--- config.mk ---
export PLATFORM = sky130hd
export DESIGN_NAME = jesd204b_link_ctrl_flat
export DESIGN_NICKNAME = d
export VERILOG_FILES = /design/src/rtl/jesd204b_link_ctrl_if.sv /design/src/rtl/jesd204b_link_ctrl.sv /design/src/flat_wrapper.sv
export SDC_FILE = /design/constraint.sdc
export NUM_CORES = 1
export LEC_CHECK = 0
export BUFFER_PORTS_ARGS = -buffer_cell sky130_fd_sc_hd__buf_2
export CAP_MARGIN = 20
export CORE_MARGIN = 3
export CORE_UTILIZATION = 30
export CTS_CLUSTER_DIAMETER = 30
export CTS_CLUSTER_SIZE = 25
export DETAILED_ROUTE_END_ITERATION = 10
export GPL_TIMING_DRIVEN = 0
export PLACE_DENSITY = 0.52
export SYNTH_ARGS = -nofsm -noshare
export SYNTH_HDL_FRONTEND = slang
export SYNTH_SLANG_ARGS = --single-unit
--- constraint.sdc ---
create_clock -name i_clk -period 3.3 [get_ports i_clk]
set_input_delay 0.165 -clock i_clk [delete_from_list [all_inputs] [get_ports i_clk]]
set_output_delay 0.165 -clock i_clk [all_outputs]
set_load 0.01 [all_outputs]
--- src/rtl/jesd204b_link_ctrl_if.sv ---
// Purpose: groups the JESD204B receive lane bus and link status of jesd204b_link_ctrl.
// Latency: n/a (signal bundle only).
// Backpressure: none; lane data is a free-running stream from the transceiver.
// Ports: master drives the GT-side inputs (rx_done, byteisaligned, rx_data/k/err) and
//        observes status. slave is the link controller, which drives SYNC~,
//        comma-align enables, state, lock, data/valid and the error count.
interface jesd204b_link_ctrl_if #(
    parameter int LANES = 4
);
    logic                   i_gt_rx_done;
    logic [LANES-1:0]       i_byteisaligned;
    logic [32*LANES-1:0]    i_rx_data;
    logic [4*LANES-1:0]     i_rx_k;
    logic [4*LANES-1:0]     i_rx_err;
    logic                   o_nsync;
    logic [LANES-1:0]       o_commaalignen;
    logic [1:0]             o_state;
    logic [LANES-1:0]       o_lane_locked;
    logic [32*LANES-1:0]    o_data;
    logic                   o_data_valid;
    logic [7:0]             o_err_cnt;

    modport master (
        output i_gt_rx_done, i_byteisaligned, i_rx_data, i_rx_k, i_rx_err,
        input  o_nsync, o_commaalignen, o_state, o_lane_locked, o_data, o_data_valid, o_err_cnt
    );

    modport slave (
        input  i_gt_rx_done, i_byteisaligned, i_rx_data, i_rx_k, i_rx_err,
        output o_nsync, o_commaalignen, o_state, o_lane_locked, o_data, o_data_valid, o_err_cnt
    );
endinterface

--- src/rtl/jesd204b_link_ctrl.sv ---
// Purpose: JESD204B subclass-1 RX link bring-up: WAIT -> CGS -> ILAS -> DATA, with resync.
// Latency: lane words reach o_data one cycle after sampling; status outputs change with o_state.
// Backpressure: none; the ADC stream cannot be stalled, so o_data_valid simply follows DATA.
// Ports: i_clk / i_rst_n (async, active low) plus the slave side of jesd204b_link_ctrl_if.
module jesd204b_link_ctrl #(
    parameter int LANES        = 4,
    parameter int CGS_COUNT    = 4,
    parameter int ILAS_MF      = 4,
    parameter int ILAS_TIMEOUT = 1024,
    parameter int ERR_THRESH   = 8
) (
    input  logic                 i_clk,
    input  logic                 i_rst_n,
    jesd204b_link_ctrl_if.slave  lnk
);
    localparam int CW = $clog2(CGS_COUNT + 1);
    localparam int AW = $clog2(ILAS_MF + 1);
    localparam int TW = $clog2(ILAS_TIMEOUT);
    localparam int EW = $clog2(ERR_THRESH + 1);

    localparam logic [CW-1:0] CGS_FULL = CW'(CGS_COUNT);
    localparam logic [AW-1:0] A_LAST   = AW'(ILAS_MF - 1);
    localparam logic [TW-1:0] TMO_LAST = TW'(ILAS_TIMEOUT - 1);
    localparam logic [EW-1:0] ERR_LAST = EW'(ERR_THRESH - 1);

    typedef enum logic [1:0] {
        ST_WAIT = 2'd0,
        ST_CGS  = 2'd1,
        ST_ILAS = 2'd2,
        ST_DATA = 2'd3
    } state_t;

    state_t                 state;
    state_t                 nxt;
    logic [CW-1:0]          cgs_cnt [LANES];
    logic [LANES-1:0]       r_seen;
    logic [AW-1:0]          a_cnt [LANES];
    logic [TW-1:0]          tmo_cnt;
    logic [EW-1:0]          err_run;
    logic [7:0]             err_cnt;
    logic                   nsync_q;
    logic [LANES-1:0]       align_q;
    logic [32*LANES-1:0]    data_q;
    logic                   valid_q;

    logic [LANES-1:0]       k_word;
    logic [LANES-1:0]       is_r;
    logic [LANES-1:0]       is_a;
    logic [LANES-1:0]       locked;
    logic [LANES-1:0]       ilas_bad;
    logic [LANES-1:0]       done_now;
    logic [LANES-1:0]       lane_err;
    logic                   err_cycle;
    logic                   skew;

    // Per-lane word classification.
    always_comb begin
        for (int n = 0; n < LANES; n++) begin
            k_word[n]   = (lnk.i_rx_data[32*n +: 32] == 32'hBCBC_BCBC) &&
                          (lnk.i_rx_k[4*n +: 4] == 4'hF) &&
                          (lnk.i_rx_err[4*n +: 4] == 4'h0) &&
                          lnk.i_byteisaligned[n];
            is_r[n]     = (lnk.i_rx_data[32*n +: 8] == 8'h1C) && lnk.i_rx_k[4*n];
            is_a[n]     = (lnk.i_rx_data[32*n+24 +: 8] == 8'h7C) && lnk.i_rx_k[4*n+3];
            locked[n]   = (cgs_cnt[n] == CGS_FULL);
            // Before /R/ only K words or /R/ itself are legal; /R/ in a later octet
            // is not recognised and therefore lands here as an error too.
            ilas_bad[n] = !r_seen[n] && !k_word[n] && !is_r[n];
            done_now[n] = r_seen[n] && is_a[n] && (a_cnt[n] == A_LAST);
            lane_err[n] = (|lnk.i_rx_err[4*n +: 4]) || !lnk.i_byteisaligned[n];
        end
    end

    assign err_cycle = |lane_err;
    // There is no deskew buffer, so lanes finishing ILAS in different cycles is fatal.
    assign skew      = (|done_now) && !(&done_now);

    always_comb begin
        nxt = state;
        if (!lnk.i_gt_rx_done) begin
            nxt = ST_WAIT;
        end else begin
            case (state)
                ST_WAIT: nxt = ST_CGS;
                ST_CGS:  if (&locked) nxt = ST_ILAS;
                ST_ILAS: begin
                    if ((|ilas_bad) || skew)     nxt = ST_CGS;
                    else if (&done_now)          nxt = ST_DATA;
                    else if (tmo_cnt == TMO_LAST) nxt = ST_CGS;
                end
                ST_DATA: begin
                    // Transmitter-initiated resync outranks the error-run limit.
                    if (|k_word)                                 nxt = ST_CGS;
                    else if (err_cycle && (err_run == ERR_LAST)) nxt = ST_CGS;
                end
                default: nxt = ST_WAIT;
            endcase
        end
    end

    always_ff @(posedge i_clk or negedge i_rst_n) begin
        if (!i_rst_n) begin
            state   <= ST_WAIT;
            nsync_q <= 1'b0;
            align_q <= '0;
            valid_q <= 1'b0;
            data_q  <= '0;
            tmo_cnt <= '0;
            err_run <= '0;
            err_cnt <= '0;
            r_seen  <= '0;
            for (int n = 0; n < LANES; n++) begin
                cgs_cnt[n] <= '0;
                a_cnt[n]   <= '0;
            end
        end else begin
            state <= nxt;

            // Status outputs decoded from the next state so they move with o_state.
            nsync_q <= (nxt == ST_ILAS) || (nxt == ST_DATA);
            align_q <= (nxt == ST_CGS) ? '1 : '0;
            valid_q <= (nxt == ST_DATA);
            if (nxt == ST_DATA) data_q <= lnk.i_rx_data;

            // Lock counters restart on every fresh CGS entry and freeze once CGS is left.
            for (int n = 0; n < LANES; n++) begin
                if ((nxt == ST_WAIT) || ((state != ST_CGS) && (nxt == ST_CGS))) begin
                    cgs_cnt[n] <= '0;
                end else if ((state == ST_CGS) && (nxt == ST_CGS)) begin
                    if (!k_word[n])      cgs_cnt[n] <= '0;
                    else if (!locked[n]) cgs_cnt[n] <= cgs_cnt[n] + 1'b1;
                end
            end

            // ILAS tracking lives only while staying in ILAS; zero otherwise so entry starts clean.
            if ((state == ST_ILAS) && (nxt == ST_ILAS)) begin
                tmo_cnt <= tmo_cnt + 1'b1;
                for (int n = 0; n < LANES; n++) begin
                    if (!r_seen[n])  r_seen[n] <= is_r[n];
                    else if (is_a[n]) a_cnt[n] <= a_cnt[n] + 1'b1;
                end
            end else begin
                tmo_cnt <= '0;
                r_seen  <= '0;
                for (int n = 0; n < LANES; n++) a_cnt[n] <= '0;
            end

            if ((state == ST_DATA) && err_cycle && (err_cnt != 8'hFF)) err_cnt <= err_cnt + 8'd1;

            if ((state == ST_DATA) && (nxt == ST_DATA) && err_cycle) err_run <= err_run + 1'b1;
            else                                                  err_run <= '0;
        end
    end

    assign lnk.o_state        = state;
    assign lnk.o_nsync        = nsync_q;
    assign lnk.o_commaalignen = align_q;
    assign lnk.o_lane_locked  = locked;
    assign lnk.o_data         = data_q;
    assign lnk.o_data_valid   = valid_q;
    assign lnk.o_err_cnt      = err_cnt;
endmodule

--- src/flat_wrapper.sv ---
// flat-port wrapper written by rule: the top's interface ports become plain ports
module jesd204b_link_ctrl_flat 
#(
    parameter int LANES        = 4,
    parameter int CGS_COUNT    = 4,
    parameter int ILAS_MF      = 4,
    parameter int ILAS_TIMEOUT = 1024,
    parameter int ERR_THRESH   = 8
)
  (i_clk, i_rst_n, lnk_i_gt_rx_done, lnk_i_byteisaligned, lnk_i_rx_data, lnk_i_rx_k, lnk_i_rx_err, lnk_o_nsync, lnk_o_commaalignen, lnk_o_state, lnk_o_lane_locked, lnk_o_data, lnk_o_data_valid, lnk_o_err_cnt);
  jesd204b_link_ctrl_if #(.LANES(LANES)) lnk_i ();
  input  logic i_clk;
  input  logic i_rst_n;
  input wire logic [$bits(lnk_i.i_gt_rx_done)-1:0] lnk_i_gt_rx_done;
  input wire logic [$bits(lnk_i.i_byteisaligned)-1:0] lnk_i_byteisaligned;
  input wire logic [$bits(lnk_i.i_rx_data)-1:0] lnk_i_rx_data;
  input wire logic [$bits(lnk_i.i_rx_k)-1:0] lnk_i_rx_k;
  input wire logic [$bits(lnk_i.i_rx_err)-1:0] lnk_i_rx_err;
  output wire logic [$bits(lnk_i.o_nsync)-1:0] lnk_o_nsync;
  output wire logic [$bits(lnk_i.o_commaalignen)-1:0] lnk_o_commaalignen;
  output wire logic [$bits(lnk_i.o_state)-1:0] lnk_o_state;
  output wire logic [$bits(lnk_i.o_lane_locked)-1:0] lnk_o_lane_locked;
  output wire logic [$bits(lnk_i.o_data)-1:0] lnk_o_data;
  output wire logic [$bits(lnk_i.o_data_valid)-1:0] lnk_o_data_valid;
  output wire logic [$bits(lnk_i.o_err_cnt)-1:0] lnk_o_err_cnt;
  assign lnk_i.i_gt_rx_done = lnk_i_gt_rx_done;
  assign lnk_i.i_byteisaligned = lnk_i_byteisaligned;
  assign lnk_i.i_rx_data = lnk_i_rx_data;
  assign lnk_i.i_rx_k = lnk_i_rx_k;
  assign lnk_i.i_rx_err = lnk_i_rx_err;
  assign lnk_o_nsync = lnk_i.o_nsync;
  assign lnk_o_commaalignen = lnk_i.o_commaalignen;
  assign lnk_o_state = lnk_i.o_state;
  assign lnk_o_lane_locked = lnk_i.o_lane_locked;
  assign lnk_o_data = lnk_i.o_data;
  assign lnk_o_data_valid = lnk_i.o_data_valid;
  assign lnk_o_err_cnt = lnk_i.o_err_cnt;
  jesd204b_link_ctrl #(.LANES(LANES), .CGS_COUNT(CGS_COUNT), .ILAS_MF(ILAS_MF), .ILAS_TIMEOUT(ILAS_TIMEOUT), .ERR_THRESH(ERR_THRESH)) u_core (.i_clk(i_clk), .i_rst_n(i_rst_n), .lnk(lnk_i));
endmodule
# [Word-level counts from Yosys, hierarchy flattened]
# Cells that the tools add are included.
# Widths: inputs -> output; s select.
[classes] n_addsub=11 n_eq_ne=46 n_mux=41 n_reduce_logical=94
[op_table] op="$eq 32x32->1 const B" n=4
[op_table] op="$mux 3" n=24
[op_table] op="$logic_and 1x1->1" n=45
[op_table] op="$eq 8x5->1 const B" n=4
[op_table] op="$eq 8x7->1 const B" n=4
[op_table] op="$reduce_or 4->1" n=8
[op_table] op="$add 3x1->3 const B" n=8
[op_table] op="$ne 2x1->1 const B" n=9
[op_table] op="$logic_not 1->1" n=17
[op_table] op="$eq 4x4->1 const B" n=4
[op_table] op="$logic_not 4->1" n=4
[op_table] op="$reduce_and 2->1" n=8
[op_table] op="$mux 2" n=7
[op_table] op="$eq 3x2->1 const B" n=4
[op_table] op="$eq 3x3->1 const B" n=4
[op_table] op="$mux 12" n=1
[op_table] op="$mux 4" n=3
[op_table] op="$ne 3x3->1 const B" n=4
[op_table] op="$add 10x1->10 const B" n=1
[op_table] op="$eq 10x10->1 const B" n=1
[op_table] op="$mux 10" n=1
[op_table] op="$add 8x1->8 const B" n=1
[op_table] op="$eq 2x2->1 const B" n=4
[op_table] op="$ne 8x8->1 const B" n=1
[op_table] op="other kinds (9)" n=21
[word_totals] regBits=186 input_bits=167 wordCells=209

# [Longest topological paths before layout]
[logic_depth] ltp_word=17 ltp_mapped=11 depth_no_buf=10

# [Worst setup path after synthesis]
# No wires, ideal clock.
[synth_timing] path_kind="input to register" startpoint="in lnk_i_rx_data[89]" endpoint="reg u_core.data_q[0], in the netlist u_core.lnk.o_data[0]" setup_time_ns=0.125 arrival_time_ns=2.570 path_slack_ns=0.604 cell_stages=9 n_path_buf=2 path_cell_list="or3b_1 > or4_1 > or3_1 > nand4_1 > o21ai_1 > o21bai_2 > buf_6 > buf_6 > mux2_4"
[synth_between] elab_chain_cells=13
[synth_lines] element="from (decl)" line="flat_wrapper.sv:16" rtl="input wire logic [$bits(lnk_i.i_rx_data)-1:0] lnk_i_rx_data;"
[synth_lines] element="$eq 32x32->1" line="jesd204b_link_ctrl.sv:59" rtl="k_word[n] = (lnk.i_rx_data[32*n +: 32] == 32'hBCBC_BCBC) &&"
[synth_lines] element="$logic_and 1x1->1" line="jesd204b_link_ctrl.sv:59"
[synth_lines] element="$logic_and 1x1->1" line="jesd204b_link_ctrl.sv:60" rtl="(lnk.i_rx_k[4*n +: 4] == 4'hF) &&"
[synth_lines] element="$logic_and 1x1->1" line="jesd204b_link_ctrl.sv:61" rtl="(lnk.i_rx_err[4*n +: 4] == 4'h0) &&"
[synth_lines] element="$logic_not 1->1" line="jesd204b_link_ctrl.sv:68" rtl="ilas_bad[n] = !r_seen[n] && !k_word[n] && !is_r[n];"
[synth_lines] element="$logic_and 1x1->1 (2 in series)" line="jesd204b_link_ctrl.sv:68"
[synth_lines] element="$reduce_or 4->1" line="jesd204b_link_ctrl.sv:87" rtl="if ((|ilas_bad) || skew) nxt = ST_CGS;"
[synth_lines] element="$logic_or 1x1->1" line="jesd204b_link_ctrl.sv:87"
[synth_lines] element="$mux 2" line="jesd204b_link_ctrl.sv:87"
[synth_lines] element="$pmux 2 s4 *" line="jesd204b_link_ctrl.sv:83" rtl="case (state)"
[synth_lines] element="$mux 2 *" line="jesd204b_link_ctrl.sv:80" rtl="if (!lnk.i_gt_rx_done) begin"
[synth_lines] element="$eq 2x2->1 *" line="jesd204b_link_ctrl.sv:123" rtl="if (nxt == ST_DATA) data_q <= lnk.i_rx_data;"
[synth_lines] element="to (signal assigned)" line="jesd204b_link_ctrl.sv:123"
[synth_lines] element="to (decl)" line="jesd204b_link_ctrl.sv:43" rtl="logic [32*LANES-1:0] data_q;"
# Every way passes the cells marked *; elsewhere a longest branch is shown, timed or not.
# A chain may end at the register's enable or synchronous reset.

# [Final worst setup path]
[layout_timing] startpoint="in lnk_i_rx_data[65]" endpoint="reg u_core.data_q[22], in the netlist u_core.lnk.o_data[22]"
# The elaborated chain is that of the path after synthesis.

==> qor.yml <==
run_status:
  outcome: "complete, no violations"
drt:
  routed_wl_mm: 26.2
  wl_per_cell_um: 18.1
  drt_iter0_markers: 291
  drt_first_pass_iters: 4
  drc_errors: 0
  via_per_inst: 4.59
  drt.antenna.violating_nets: 0
  vias: 6647
timing:
  setup_viol: 0
  maxSlewHeadroom_pct: 44.6
  timing.final.crit_share_pct: 95.3
  drv_slew: 0
  setup_tns_ns: 0
  finClkSkew_ns: 0.0200
  fin_crit_ns: 3.15
  fin_ws_ns: 0.154
  tightest_slew_ns: 0.824
  grt_setup_unrepaired: "no"
  final_hold_viol_count: 0
  max_clock_freq_mhz: 318
synthesis:
  ys_seq_elements: 183
  syn_nets: 808
  synth_edf_count: 0
  synth_area_per_cell_um2: 13.4
  postSynth.asyncResetShare_pct: 100
  yosysUniqueCellTypes: 56
  synthTopCellsByArea: "dfrtp_1 (55%), mux2_4 (11%), mux2_2 (8.9%), ha_1 (2.8%), nand4_1 (1.6%)"
  synthFlopType: "dfrtp_1"
  synth.top_cell.area_share_pct: 54.8
  synthesis.area_um2: 8360
  synth_cells: 622
  ys_warn_count: 0
  yosysSeqAreaShare_pct: 54.8
  yosys.area.top_type: "dfrtp_1"
floorplan:
  fp.coreArea_um2: 27200
  io_pins: 315
  die_area_um2: 29900
  num_rows: 60
  dieHeight_um: 173
  start_util_pct: 30.8
  die_x_um: 173
finish:
  final_common_cell: "buf_2"
  area_growth_pct: 45.2
  mostFrequentLayoutCells: "buf_2 (319), dfrtp_1 (183), dlygate4sd3_1 (102), mux2_2 (66), mux2_4 (60)"
  drive_gt1_share_pct: 47.5
  instances_no_fill: 1447
  final_net_count: 1247
  final_core_util_pct: 44.7
min_path:
  hold_path_class: "in -> reg"
  min_to: "u_core.lnk.o_data[57]$_DFFE_PN0N_"
  min_delay_path_depth: 2
  worstHoldStart: "lnk_i_rx_data[57]"
clock_tree:
  cts_tree: "built"
  clock_latency_ns: 0.43
  cts.path.max_buffers: 2
  cts_num_sinks: 183
  cts_root_buf: "clkbuf_16"
  path_clk_slew_ns: 0.07
  cts_buffers: 17
  cts.htree.levels: 4
grt:
  grt_use_total_pct: 17.4
  grt_pass1_vias: 7093
  grt.overflow.total: 0
  antenna_found_initial: 1
  grt_max_degree: 112
  grt_pass1_wl_mm: 41.0
setup_path:
  path_max_fanout: 10
  worst_r2r_path_depth: 9
  cp_data_required_time_ns: 3.61
  r2r-start: "u_core.r_seen[2]$_DFF_PN0_"
  end_kind: "register"
  reg2reg_slack_ns: 0.23
  criticalPathCategory: "in -> reg"
  cp_slowest_cell: "dlygate4sd3_1"
  cp.arrival_ns: 3.45
  worst-path-buf-inv: 4
  crit_family: "simple AND/OR/NAND/NOR gates"
  cpPeakStageDelay_ns: 0.54
  path_cells: "dlygate4sd3_1, buf_2, nor3b_1, nand4_1, or3_1, nand4_1, o21ai_2, o21bai_2, buf_6, buf_6, mux2_4"
  critPathLaunchType: "input port"
  r2r-end: "u_core.lnk.o_data[22]$_DFFE_PN0N_"
power:
  netSwitchingPower_uw: 1170
  worst_ir_drop_vdd_mv: 0.334
  power.share.clock_pct: 45.0
  p_seq_share_pct: 47.9
  intPower_uw: 3510
  p_sw_share_pct: 24.9
  p_leak_uw: 0.00647
  p_per_area_nw_per_um2: 386
  comb_power_share_pct: 7.0
place:
  numPortBuffers: 314
  pre_cts_slack_ns: -0.482
  dp_hpwl_mm: 19.8
  place_inst: 1310
  gp_congestion: 0.820
job:
  drv_cap: 0
## timing repair
| action | CTS | global route |
|---|---|---|
| pin swaps | 0 | 1 |
| hold buffers | 101 | 1 |
| resized for setup | 1 | 5 |
| gates cloned | 0 | 0 |
| endpoints found under the hold margin | 224 | 1 |
| endpoints found under the setup margin | 57 | 132 |
| setup buffers | 0 | 2 |
## power groups by stage
stage | logic, µW | registers (µW) | clock network, µW
2_1_floorplan | 29.8 | 2290 | 0
3_3_place_gp | 227 | 2290 | 0
3_5_place_dp | 236 | 2290 | 0
4_1_cts | 330 | 2240 | 2180
5_1_grt | 360 | 2240 | 2270
6_report | 329 | 2240 | 2110
## layer usage
metal | track usage [%] | part of all wire [%] | vias up | routed length (µm)
li1 | - | - | 3133 | -
met1 | 21.7 | 42 | 3251 | 11100
met2 | 30.2 | 50 | 244 | 13000
met3 | 5.05 | 6.7 | 19 | 1760
met4 | 3.58 | 1.4 | 0 | 379
met5 | 0 | 0 | - | 0
## flip-flops by register name, indices dropped and copies added, names as in the netlist, 2 cells and up
name                  flops
u_core.a_cnt             12
u_core.cgs_cnt           12
u_core.err_run            4
u_core.lnk.o_data       128
u_core.lnk.o_err_cnt      8
u_core.lnk.o_state        2
u_core.r_seen             4
u_core.tmo_cnt           10
## cells in the mapped netlist, types with 4 or more instances
master,count
ha_1,19
or4bb_1,4
dfrtp_1,183
xor2_1,9
nand2_1,30
buf_2,6
nand3_1,12
xnor2_1,12
mux2_1,5
nand4b_1,5
mux2_4,60
a2bb2oi_1,4
nor3_1,17
nor4_2,5
nor2_1,36
or3b_1,4
nand4bb_1,4
inv_1,29
mux2_2,66
nand3b_1,7
nor3b_1,5
buf_6,8
mux2i_1,8
nor4_1,12
nand4_1,22
o22ai_1,4
## layout make-up
class,count,area (µm²)
flip-flops and latches,183,4580
repair buffers,420,2670
diodes,1,2.50
multi-input cells,390,3550
well taps,372,465
clock buffers,17,425
plain buffers,20,154
inverters,29,109
fillers,2606,15000
clock inverters,15,178
## cells by family (layout without fill, tap and decap cells)
| group | count (synthesis) | count (layout) | synth area share (%) |
|---|---|---|---|
| muxes | 139 | 139 | 21.3 |
| xor gates and xnor gates | 21 | 21 | 2.20 |
| AOI/OAI and AO/OA | 25 | 25 | 2.34 |
| adders and majority gates | 19 | 19 | 2.84 |
| and+or+nand+nor | 186 | 186 | 13.4 |
| DFF | 183 | 183 | 54.8 |
| buffers and inverters | 49 | 501 | 3.14 |
| other | 0 | 1 | 0 |
## how the worst max path moves through the flow
stage,slack (ns),start,endpoint,depth (start not counted)
final,0.15,lnk_i_rx_data[65],u_core.lnk.o_data[22]$_DFFE_PN0N_,11
after global routing,0.03,lnk_i_rx_data[65],u_core.lnk.o_data[19]$_DFFE_PN0N_,11
after CTS,0.01,lnk_i_rx_data[83],u_core.lnk.o_data[22]$_DFFE_PN0N_,11
after detailed placement,-0.48,lnk_i_rx_data[57],u_core.lnk.o_data[22]$_DFFE_PN0N_,10
after global placement,-1.26,i_rst_n,u_core.lnk.o_data[89]$_DFFE_PN0N_,1
after floorplan,0.60,lnk_i_rx_data[89],u_core.lnk.o_data[0]$_DFFE_PN0N_,9
## stage by stage
stage,area (µm²),power (µW),hold slack [ns]
finish,12100,4680,0.0165
global route,12100,4880,0.00000255
global placement,10400,2520,0.410
floorplan,8360,2320,-0.131
detailed placement,10500,2520,-0.00641
CTS,12100,4750,0.000170
Power figures use the tool's default switching activity.
